$ cat src/rtl/vram_read_arbiter_if.sv
// rtl/vram_read_arbiter_if.sv - requester and VRAM signal bundle for vram_read_arbiter
interface vram_read_arbiter_if #(
    parameter int ADDR_WIDTH = 15,
    parameter int DATA_WIDTH = 8
);
    logic                  disp_req;
    logic [ADDR_WIDTH-1:0] disp_addr;
    logic                  disp_grant;
    logic                  disp_valid;
    logic [DATA_WIDTH-1:0] disp_data;

    logic                  cpu_req;
    logic [ADDR_WIDTH-1:0] cpu_addr;
    logic                  cpu_grant;
    logic                  cpu_valid;
    logic [DATA_WIDTH-1:0] cpu_data;

    logic [ADDR_WIDTH-1:0] mem_addr;
    logic [DATA_WIDTH-1:0] mem_data;

    modport slave (
        input  disp_req, disp_addr, cpu_req, cpu_addr, mem_data,
        output disp_grant, disp_valid, disp_data,
        output cpu_grant, cpu_valid, cpu_data, mem_addr
    );

    modport master (
        output disp_req, disp_addr, cpu_req, cpu_addr, mem_data,
        input  disp_grant, disp_valid, disp_data,
        input  cpu_grant, cpu_valid, cpu_data, mem_addr
    );
endinterface

$ cat src/rtl/vram_read_arbiter.sv
// rtl/vram_read_arbiter.sv - display/CPU arbiter for the VRAM read port
// Optional display stall counter enabled by VRAM_ARB_STATS_EN.
module vram_read_arbiter #(
    parameter int ADDR_WIDTH   = 15,
    parameter int DATA_WIDTH   = 8,
    parameter int MEM_LATENCY  = 1,
    parameter int CPU_MAX_WAIT = 4
) (
    input  logic               clk,
    input  logic               reset_n,
    vram_read_arbiter_if.slave bus
`ifdef VRAM_ARB_STATS_EN
    ,
    input  logic               stats_clear,
    output logic [15:0]        disp_stall_count
`endif
);
    localparam int         STAGES   = MEM_LATENCY + 1;
    localparam logic [3:0] WAIT_MAX = 4'(CPU_MAX_WAIT);

    logic                  w_cpu_force;
    logic                  w_cpu_win;
    logic                  w_disp_win;
    logic                  w_any_win;
    logic [3:0]            r_starve;
    logic [ADDR_WIDTH-1:0] r_mem_addr;
    logic [STAGES-1:0]     r_tag_vld;
    logic [STAGES-1:0]     r_tag_cpu;
    logic [DATA_WIDTH-1:0] r_disp_data;
    logic [DATA_WIDTH-1:0] r_cpu_data;

    // Display has priority unless the CPU has waited CPU_MAX_WAIT cycles.
    always_comb begin
        w_cpu_force = bus.cpu_req && (r_starve == WAIT_MAX);
        w_cpu_win   = bus.cpu_req && (w_cpu_force || !bus.disp_req);
        w_disp_win  = bus.disp_req && !w_cpu_win;
        w_any_win   = w_cpu_win || w_disp_win;
    end

    assign bus.disp_grant = w_disp_win && reset_n;
    assign bus.cpu_grant  = w_cpu_win && reset_n;

    always_ff @(posedge clk or negedge reset_n) begin
        if (!reset_n) begin
            r_mem_addr <= '0;
        end else if (w_disp_win) begin
            r_mem_addr <= bus.disp_addr;
        end else if (w_cpu_win) begin
            r_mem_addr <= bus.cpu_addr;
        end
    end

    always_ff @(posedge clk or negedge reset_n) begin
        if (!reset_n) begin
            r_starve <= 4'd0;
        end else if (!bus.cpu_req || w_cpu_win) begin
            r_starve <= 4'd0;
        end else if (r_starve != WAIT_MAX) begin
            r_starve <= r_starve + 4'd1;
        end
    end

    // Stage k holds {valid, owner} for the read granted k+1 cycles ago.
    always_ff @(posedge clk or negedge reset_n) begin
        if (!reset_n) begin
            r_tag_vld <= '0;
            r_tag_cpu <= '0;
        end else begin
            r_tag_vld <= {r_tag_vld[STAGES-2:0], w_any_win};
            r_tag_cpu <= {r_tag_cpu[STAGES-2:0], w_cpu_win};
        end
    end

    // Capture on the same edge that moves the tag into the last stage.
    always_ff @(posedge clk or negedge reset_n) begin
        if (!reset_n) begin
            r_disp_data <= '0;
            r_cpu_data  <= '0;
        end else if (r_tag_vld[STAGES-2]) begin
            if (r_tag_cpu[STAGES-2]) begin
                r_cpu_data <= bus.mem_data;
            end else begin
                r_disp_data <= bus.mem_data;
            end
        end
    end

    assign bus.mem_addr   = r_mem_addr;
    assign bus.disp_valid = r_tag_vld[STAGES-1] && !r_tag_cpu[STAGES-1];
    assign bus.cpu_valid  = r_tag_vld[STAGES-1] && r_tag_cpu[STAGES-1];
    assign bus.disp_data  = r_disp_data;
    assign bus.cpu_data   = r_cpu_data;

`ifdef VRAM_ARB_STATS_EN
    logic [15:0] r_stall_count;

    always_ff @(posedge clk or negedge reset_n) begin
        if (!reset_n) begin
            r_stall_count <= 16'd0;
        end else if (stats_clear) begin
            r_stall_count <= 16'd0;
        end else if (bus.disp_req && !w_disp_win && (r_stall_count != 16'hFFFF)) begin
            r_stall_count <= r_stall_count + 16'd1;
        end
    end

    assign disp_stall_count = r_stall_count;
`endif
endmodule

$ cat src/flat_wrapper.sv
// flat-port wrapper written by rule: the top's interface ports become plain ports
module vram_read_arbiter_flat 
#(
    parameter int ADDR_WIDTH   = 15,
    parameter int DATA_WIDTH   = 8,
    parameter int MEM_LATENCY  = 1,
    parameter int CPU_MAX_WAIT = 4
)
  (clk, reset_n, bus_disp_req, bus_disp_addr, bus_cpu_req, bus_cpu_addr, bus_mem_data, bus_disp_grant, bus_disp_valid, bus_disp_data, bus_cpu_grant, bus_cpu_valid, bus_cpu_data, bus_mem_addr);
  vram_read_arbiter_if #(.ADDR_WIDTH(ADDR_WIDTH), .DATA_WIDTH(DATA_WIDTH)) bus_i ();
  input  logic clk;
  input  logic reset_n;
  input wire logic [$bits(bus_i.disp_req)-1:0] bus_disp_req;
  input wire logic [$bits(bus_i.disp_addr)-1:0] bus_disp_addr;
  input wire logic [$bits(bus_i.cpu_req)-1:0] bus_cpu_req;
  input wire logic [$bits(bus_i.cpu_addr)-1:0] bus_cpu_addr;
  input wire logic [$bits(bus_i.mem_data)-1:0] bus_mem_data;
  output wire logic [$bits(bus_i.disp_grant)-1:0] bus_disp_grant;
  output wire logic [$bits(bus_i.disp_valid)-1:0] bus_disp_valid;
  output wire logic [$bits(bus_i.disp_data)-1:0] bus_disp_data;
  output wire logic [$bits(bus_i.cpu_grant)-1:0] bus_cpu_grant;
  output wire logic [$bits(bus_i.cpu_valid)-1:0] bus_cpu_valid;
  output wire logic [$bits(bus_i.cpu_data)-1:0] bus_cpu_data;
  output wire logic [$bits(bus_i.mem_addr)-1:0] bus_mem_addr;
  assign bus_i.disp_req = bus_disp_req;
  assign bus_i.disp_addr = bus_disp_addr;
  assign bus_i.cpu_req = bus_cpu_req;
  assign bus_i.cpu_addr = bus_cpu_addr;
  assign bus_i.mem_data = bus_mem_data;
  assign bus_disp_grant = bus_i.disp_grant;
  assign bus_disp_valid = bus_i.disp_valid;
  assign bus_disp_data = bus_i.disp_data;
  assign bus_cpu_grant = bus_i.cpu_grant;
  assign bus_cpu_valid = bus_i.cpu_valid;
  assign bus_cpu_data = bus_i.cpu_data;
  assign bus_mem_addr = bus_i.mem_addr;
  vram_read_arbiter #(.ADDR_WIDTH(ADDR_WIDTH), .DATA_WIDTH(DATA_WIDTH), .MEM_LATENCY(MEM_LATENCY), .CPU_MAX_WAIT(CPU_MAX_WAIT)) u_core (.clk(clk), .reset_n(reset_n), .bus(bus_i));
endmodule
$ cat config.mk
export PLATFORM = sky130hd
export DESIGN_NAME = vram_read_arbiter_flat
export DESIGN_NICKNAME = d
export VERILOG_FILES = /design/src/rtl/vram_read_arbiter_if.sv /design/src/rtl/vram_read_arbiter.sv /design/src/flat_wrapper.sv
export SDC_FILE = /design/constraint.sdc
export NUM_CORES = 1
export LEC_CHECK = 0
export BUFFER_PORTS_ARGS = -buffer_cell sky130_fd_sc_hd__buf_2
export CORE_ASPECT_RATIO = 1.5
export CORE_MARGIN = 4
export CORE_UTILIZATION = 45
export DETAILED_ROUTE_END_ITERATION = 12
export MAX_ROUTING_LAYER = met4
export PLACE_DENSITY = 0.77
export SETUP_SLACK_MARGIN = 0.05
export SLEW_MARGIN = 10
export SYNTH_ARGS = -nofsm -noshare
export SYNTH_HDL_FRONTEND = slang
export SYNTH_SLANG_ARGS = --single-unit
export TNS_END_PERCENT = 1
$ cat constraint.sdc
create_clock -name clk -period 2.8 [get_ports clk]
set_clock_uncertainty 0.1 [all_clocks]
set_input_delay 0.84 -clock clk [delete_from_list [all_inputs] [get_ports clk]]
set_output_delay 0.84 -clock clk [all_outputs]
set_load 0.01 [all_outputs]
# --- Yosys cells after proc, flatten, opt, wreduce, memory -nomap -nowiden ---
# Cells that the tools add are included.
word_totals:
  reg_bits: 39
  input_bits: 42
  out_inout_bits: 35
  word_cells: 32
op_classes:
  addsub: 1
  n_eq_ne: 2
  n_mux: 4
  n_bitwise: 1
  n_reduce_logical: 18
op_table:
  columns: ["operator", "count"]
  rows:
  - ["15-bit 2-to-1 mux", 2]
  - ["4-bit 2-to-1 mux", 2]
  - ["1-bit logical AND", 7]
  - ["4-bit by 1-bit adder with 4-bit output, second input constant", 1]
  - ["4-bit by 3-bit == test with 1-bit output, second input constant", 1]
  - ["1-bit zero test", 4]
  - ["4-bit by 3-bit inequality test with 1-bit output, second input constant", 1]
  - ["2-bit AND reduction", 2]
  - ["2-bit nonzero test", 2]
  - ["1-bit logical OR", 3]
  - ["1-bit inverter", 1]

# --- Logic depth before layout (Yosys ltp) ---
logic_depth:
  ltp_word: 7
  depth_mapped: 7
  ltp_nobuf: 5

# --- Least setup slack after synthesis ---
# Ideal clock, no wire load.
synth_path:
  path_type: "input to output"
  from: "input bus_cpu_req"
  to: "output bus_cpu_grant"
  t_arrival_ps: 1500
  t_required_ps: 1860
  setup_slack_ps: 360
  path_stages: 3
  path_buffers: 1
  cell_sequence: "a21boi_2 buf_2 and2_1"
synth_between:
  elab_chain_cells: 4
synth_rtl:
  columns: ["item", "line_no", "rtl"]
  rows:
  - ["start: declaration", "flat_wrapper.sv:15", "input wire logic [$bits(bus_i.cpu_req)-1:0] bus_cpu_req;"]
  - ["1-bit logical AND", "vram_read_arbiter.sv:34", "w_cpu_force = bus.cpu_req && (r_starve == WAIT_MAX);"]
  - ["1-bit logical OR", "vram_read_arbiter.sv:35", "w_cpu_win = bus.cpu_req && (w_cpu_force || !bus.disp_req);"]
  - ["1-bit logical AND (*)", "vram_read_arbiter.sv:35", null]
  - ["net u_core.w_cpu_win", "vram_read_arbiter.sv:22", "logic w_cpu_win;"]
  - ["1-bit logical AND (*)", "vram_read_arbiter.sv:41", "assign bus.cpu_grant = w_cpu_win && reset_n;"]
  - ["end: declaration", "flat_wrapper.sv:21", "output wire logic [$bits(bus_i.cpu_grant)-1:0] bus_cpu_grant;"]
# The timed path passes the listed nets; every way through them passes the cells marked *.

# --- Final worst setup path ---
layout_path:
  from: "input bus_cpu_req"
  to: "output bus_disp_grant"
layout_between:
  elab_chain_cells: 6
layout_rtl:
  columns: ["item", "line_no", "rtl"]
  rows:
  - ["1-bit logical AND", "vram_read_arbiter.sv:34", null]
  - ["1-bit logical OR", "vram_read_arbiter.sv:35", null]
  - ["1-bit logical AND (*)", "vram_read_arbiter.sv:35", null]
  - ["1-bit zero test (*)", "vram_read_arbiter.sv:36", "w_disp_win = bus.disp_req && !w_cpu_win;"]
  - ["1-bit logical AND (*)", "vram_read_arbiter.sv:36", null]
  - ["1-bit logical AND (*)", "vram_read_arbiter.sv:40", "assign bus.disp_grant = w_disp_win && reset_n;"]
  - ["end: declaration", "flat_wrapper.sv:18", "output wire logic [$bits(bus_i.disp_grant)-1:0] bus_disp_grant;"]
# Every way passes the cells marked *; elsewhere a longest branch is shown, timed or not.

==> run metrics <==
Area contributors post-synth dfrtp_1 60%, mux2_2 11%, and2_1 7.0%; Clock transition at path regs roughly 70 ps; Routed wire per std cell 15.8 µm; fin cells 239; vias in the first global route approximately 1,400; critical path's top delay family simple AND/OR/NAND/NOR gates; die width ~57 µm; Worst EP arrival 1490 ps; H-tree depth 2; CTS Hold Bufs 0; hpwl dp 2.94 mm; Post-Syn Area 1620 µm²; Std-Cell Rows 26; critical path type primary input to output pin; synthesized flop and latch total 39; ys async rst share 1.00; Setup Viol. Count Final 0; EDFF count, synth 0; Mapped Cells 114; Multi-input gate area 591 µm²; RSZ-0062 raised after global routing false; number of diodes 0; Pre-Repair DR Iteration Count 4; DRC viols 0; CP Cell Sequence buf_2 -> nand4b_1 -> and3_2 -> buf_2; Post-Route Utilization 0.626; Seq. cell area 976 µm²; nets@finish 240; register area share after synthesis 0.604; Critical Path End Type output pin; CTS root buf clkbuf_8; Die ar. roughly 4600 µm²; Slew @ Worst Pin between 400 and 500 ps; minimum clock period after layout roughly 2400 ps; cell depth of the worst setup path 4; most common cell in the netlist dfrtp_1; placed cell count 231; Syn Nets 158; core footprint roughly 3400 µm²; Ports 77; Syn-to-layout area delta 33.5%; fmax around 400 MHz; largest net degree at the start of global routing 32; via/cell ratio 5.23; first-pass GRT wire length 6.31 mm; fin crit share 0.867; initial DRC count 27; slowest cell on the critical path and3_2; Worst setup SP type primary input; reg2reg setup slack 1150 ps; cell taking the most area after synthesis dfrtp_1; die height ~81 µm; worst r2r src u_core.r_starve[0]; GP Congestion roughly 0.75; Distinct cells, synth 23; Clock Latency Late Sink 280 ps; share of cells above drive strength 1 0.589; CTS tree yes; Leak 0.00110 µW; Fill cells 291; Final Max Tran Viols 0; Max VDD drop 0.400 mV; final hold viol count 0; Rel. slew slack 0.678; vias 1,251; pwr dens 626 nW/µm²; status finished clean; Syn. warnings 0; global route overflow 0; Worst R2R End u_core.bus.mem_addr[3]; Antenna Nets Post-Route 0; worst min path class flop to flop; antenna violations before repair 0; Starting Density 0.469; CTS Buffer Depth 2; CP Data Required Time 1860 ps; Commonest cells post-synth 39 x dfrtp_1, 18 x and2_1, 16 x mux2_2; CP max stage delay approximately 240 ps; critical-path maximum fanout 7; most frequent CP cell buf_2; Port Buffers 76; share of the synthesized area in the top cell type 0.604; buffers plus inverters on the worst setup path 2; # Post-CTS Setup Buffers 0; clock sink count 39; Critical Path End bus_disp_grant; Mapped Avg Cell Area 14.2 µm²; max-capacitance violation count 0; CTS buffer count 5; Total GRT Usage 0.181; total wire length 3.78 mm; Reg2Reg Depth 5; CP startpoint bus_cpu_req; Synth Flop Type dfrtp_1; number of gates resized after CTS 0; Total Neg Setup Slack 0 ps
worst register-to-register path, stage by stage (launching register included):
cell and delay [ps]:
dfrtp_1 400, inv_1 80, ha_1 170, nand4b_1 140, and2_4 250, a221o_2 400
metal layers:
layer | up-vias | GRT usage | wire (µm)
met5 | - | - | 0
met4 | 0 | 0.0696 | 74
met3 | 9 | 0.0461 | 263
met2 | 50 | 0.304 | 2040
met1 | 619 | 0.207 | 1400
li1 | 573 | - | -
final cells by class:
type / count / area share
clock buffer: 6 / 0.0383
clock inverter: 2 / 0.0162
inverter: 3 / 0.00522
multi-input combinational: 67 / 0.274
sequential: 39 / 0.452
tap: 42 / 0.0243
timing repair buffer: 80 / 0.190
power by group:
| part | total [µW] | internal [µW] | switching, µW | leakage (µW) |
|---|---|---|---|---|
| clock | 471 | 288 | 183 | 0.0000612 |
| combinational | 231 | 120 | 111 | 0.000571 |
| sequential | 649 | 622 | 27.5 | 0.000469 |
| total | 1350 | 1030 | 322 | 0.00110 |
worst min-delay path by stage:
stage	to	start	slack, ps	cells after the start
after global placement	u_core.r_tag_cpu[1]	u_core.r_tag_cpu[0]	270	0
after global routing	u_core.r_tag_vld[1]	u_core.r_tag_vld[0]	330	0
after CTS	u_core.r_tag_vld[1]	u_core.r_tag_vld[0]	300	0
after detailed placement	u_core.r_tag_vld[1]	u_core.r_tag_vld[0]	280	0
final	u_core.r_tag_vld[1]	u_core.r_tag_vld[0]	300	0
after floorplan	u_core.r_tag_cpu[1]	u_core.r_tag_cpu[0]	270	0
through the flow:
step / power (µW) / instance area [µm²] / hold slack [ps] / setup slack, ps
2_1_floorplan: 773 / 1620 / 266 / 360
3_3_place_gp: 882 / 2040 / 271 / 431
3_5_place_dp: 895 / 2040 / 283 / 384
4_1_cts: 1370 / 2160 / 300 / 354
5_1_grt: 1420 / 2160 / 327 / 272
6_report: 1350 / 2160 / 302 / 371
flip-flops by register name (all words and copies together) (netlist names):
register              cells
u_core.bus.disp_data      8
u_core.bus.mem_addr      15
u_core.r_tag_cpu          2
u_core.bus.cpu_data       8
u_core.r_tag_vld          2
u_core.r_starve           4
layout by cell type, fill, tap and decap left out:
cell type	n
buf_2	76
dfrtp_1	39
and2_1	18
mux2_2	16
a221o_1	10
clkbuf_8	6
and3_2	5
a221o_2	5
buf_4	4
inv_1	3
ha_1	2
nand3b_1	1
a21boi_2	1
nor2_1	1
nor2b_1	1
nand4b_1	1
and2_4	1
nand2_1	1
nand2b_1	1
nand3_1	1
xnor2_1	1
xor2_1	1
clkinv_2	1
bufinv_16	1
cells by family after synthesis:
kind of cell	synth area share
adder cells (fa/ha/maj)	0.0155
AND/OR/NAND/NOR	0.124
AO/OA/AOI/OAI	0.104
multiplexers	0.111
XOR/XNOR	0.0108
flip-flops	0.604
buffers and inverters	0.0310
Power figures use the tool's default switching activity.
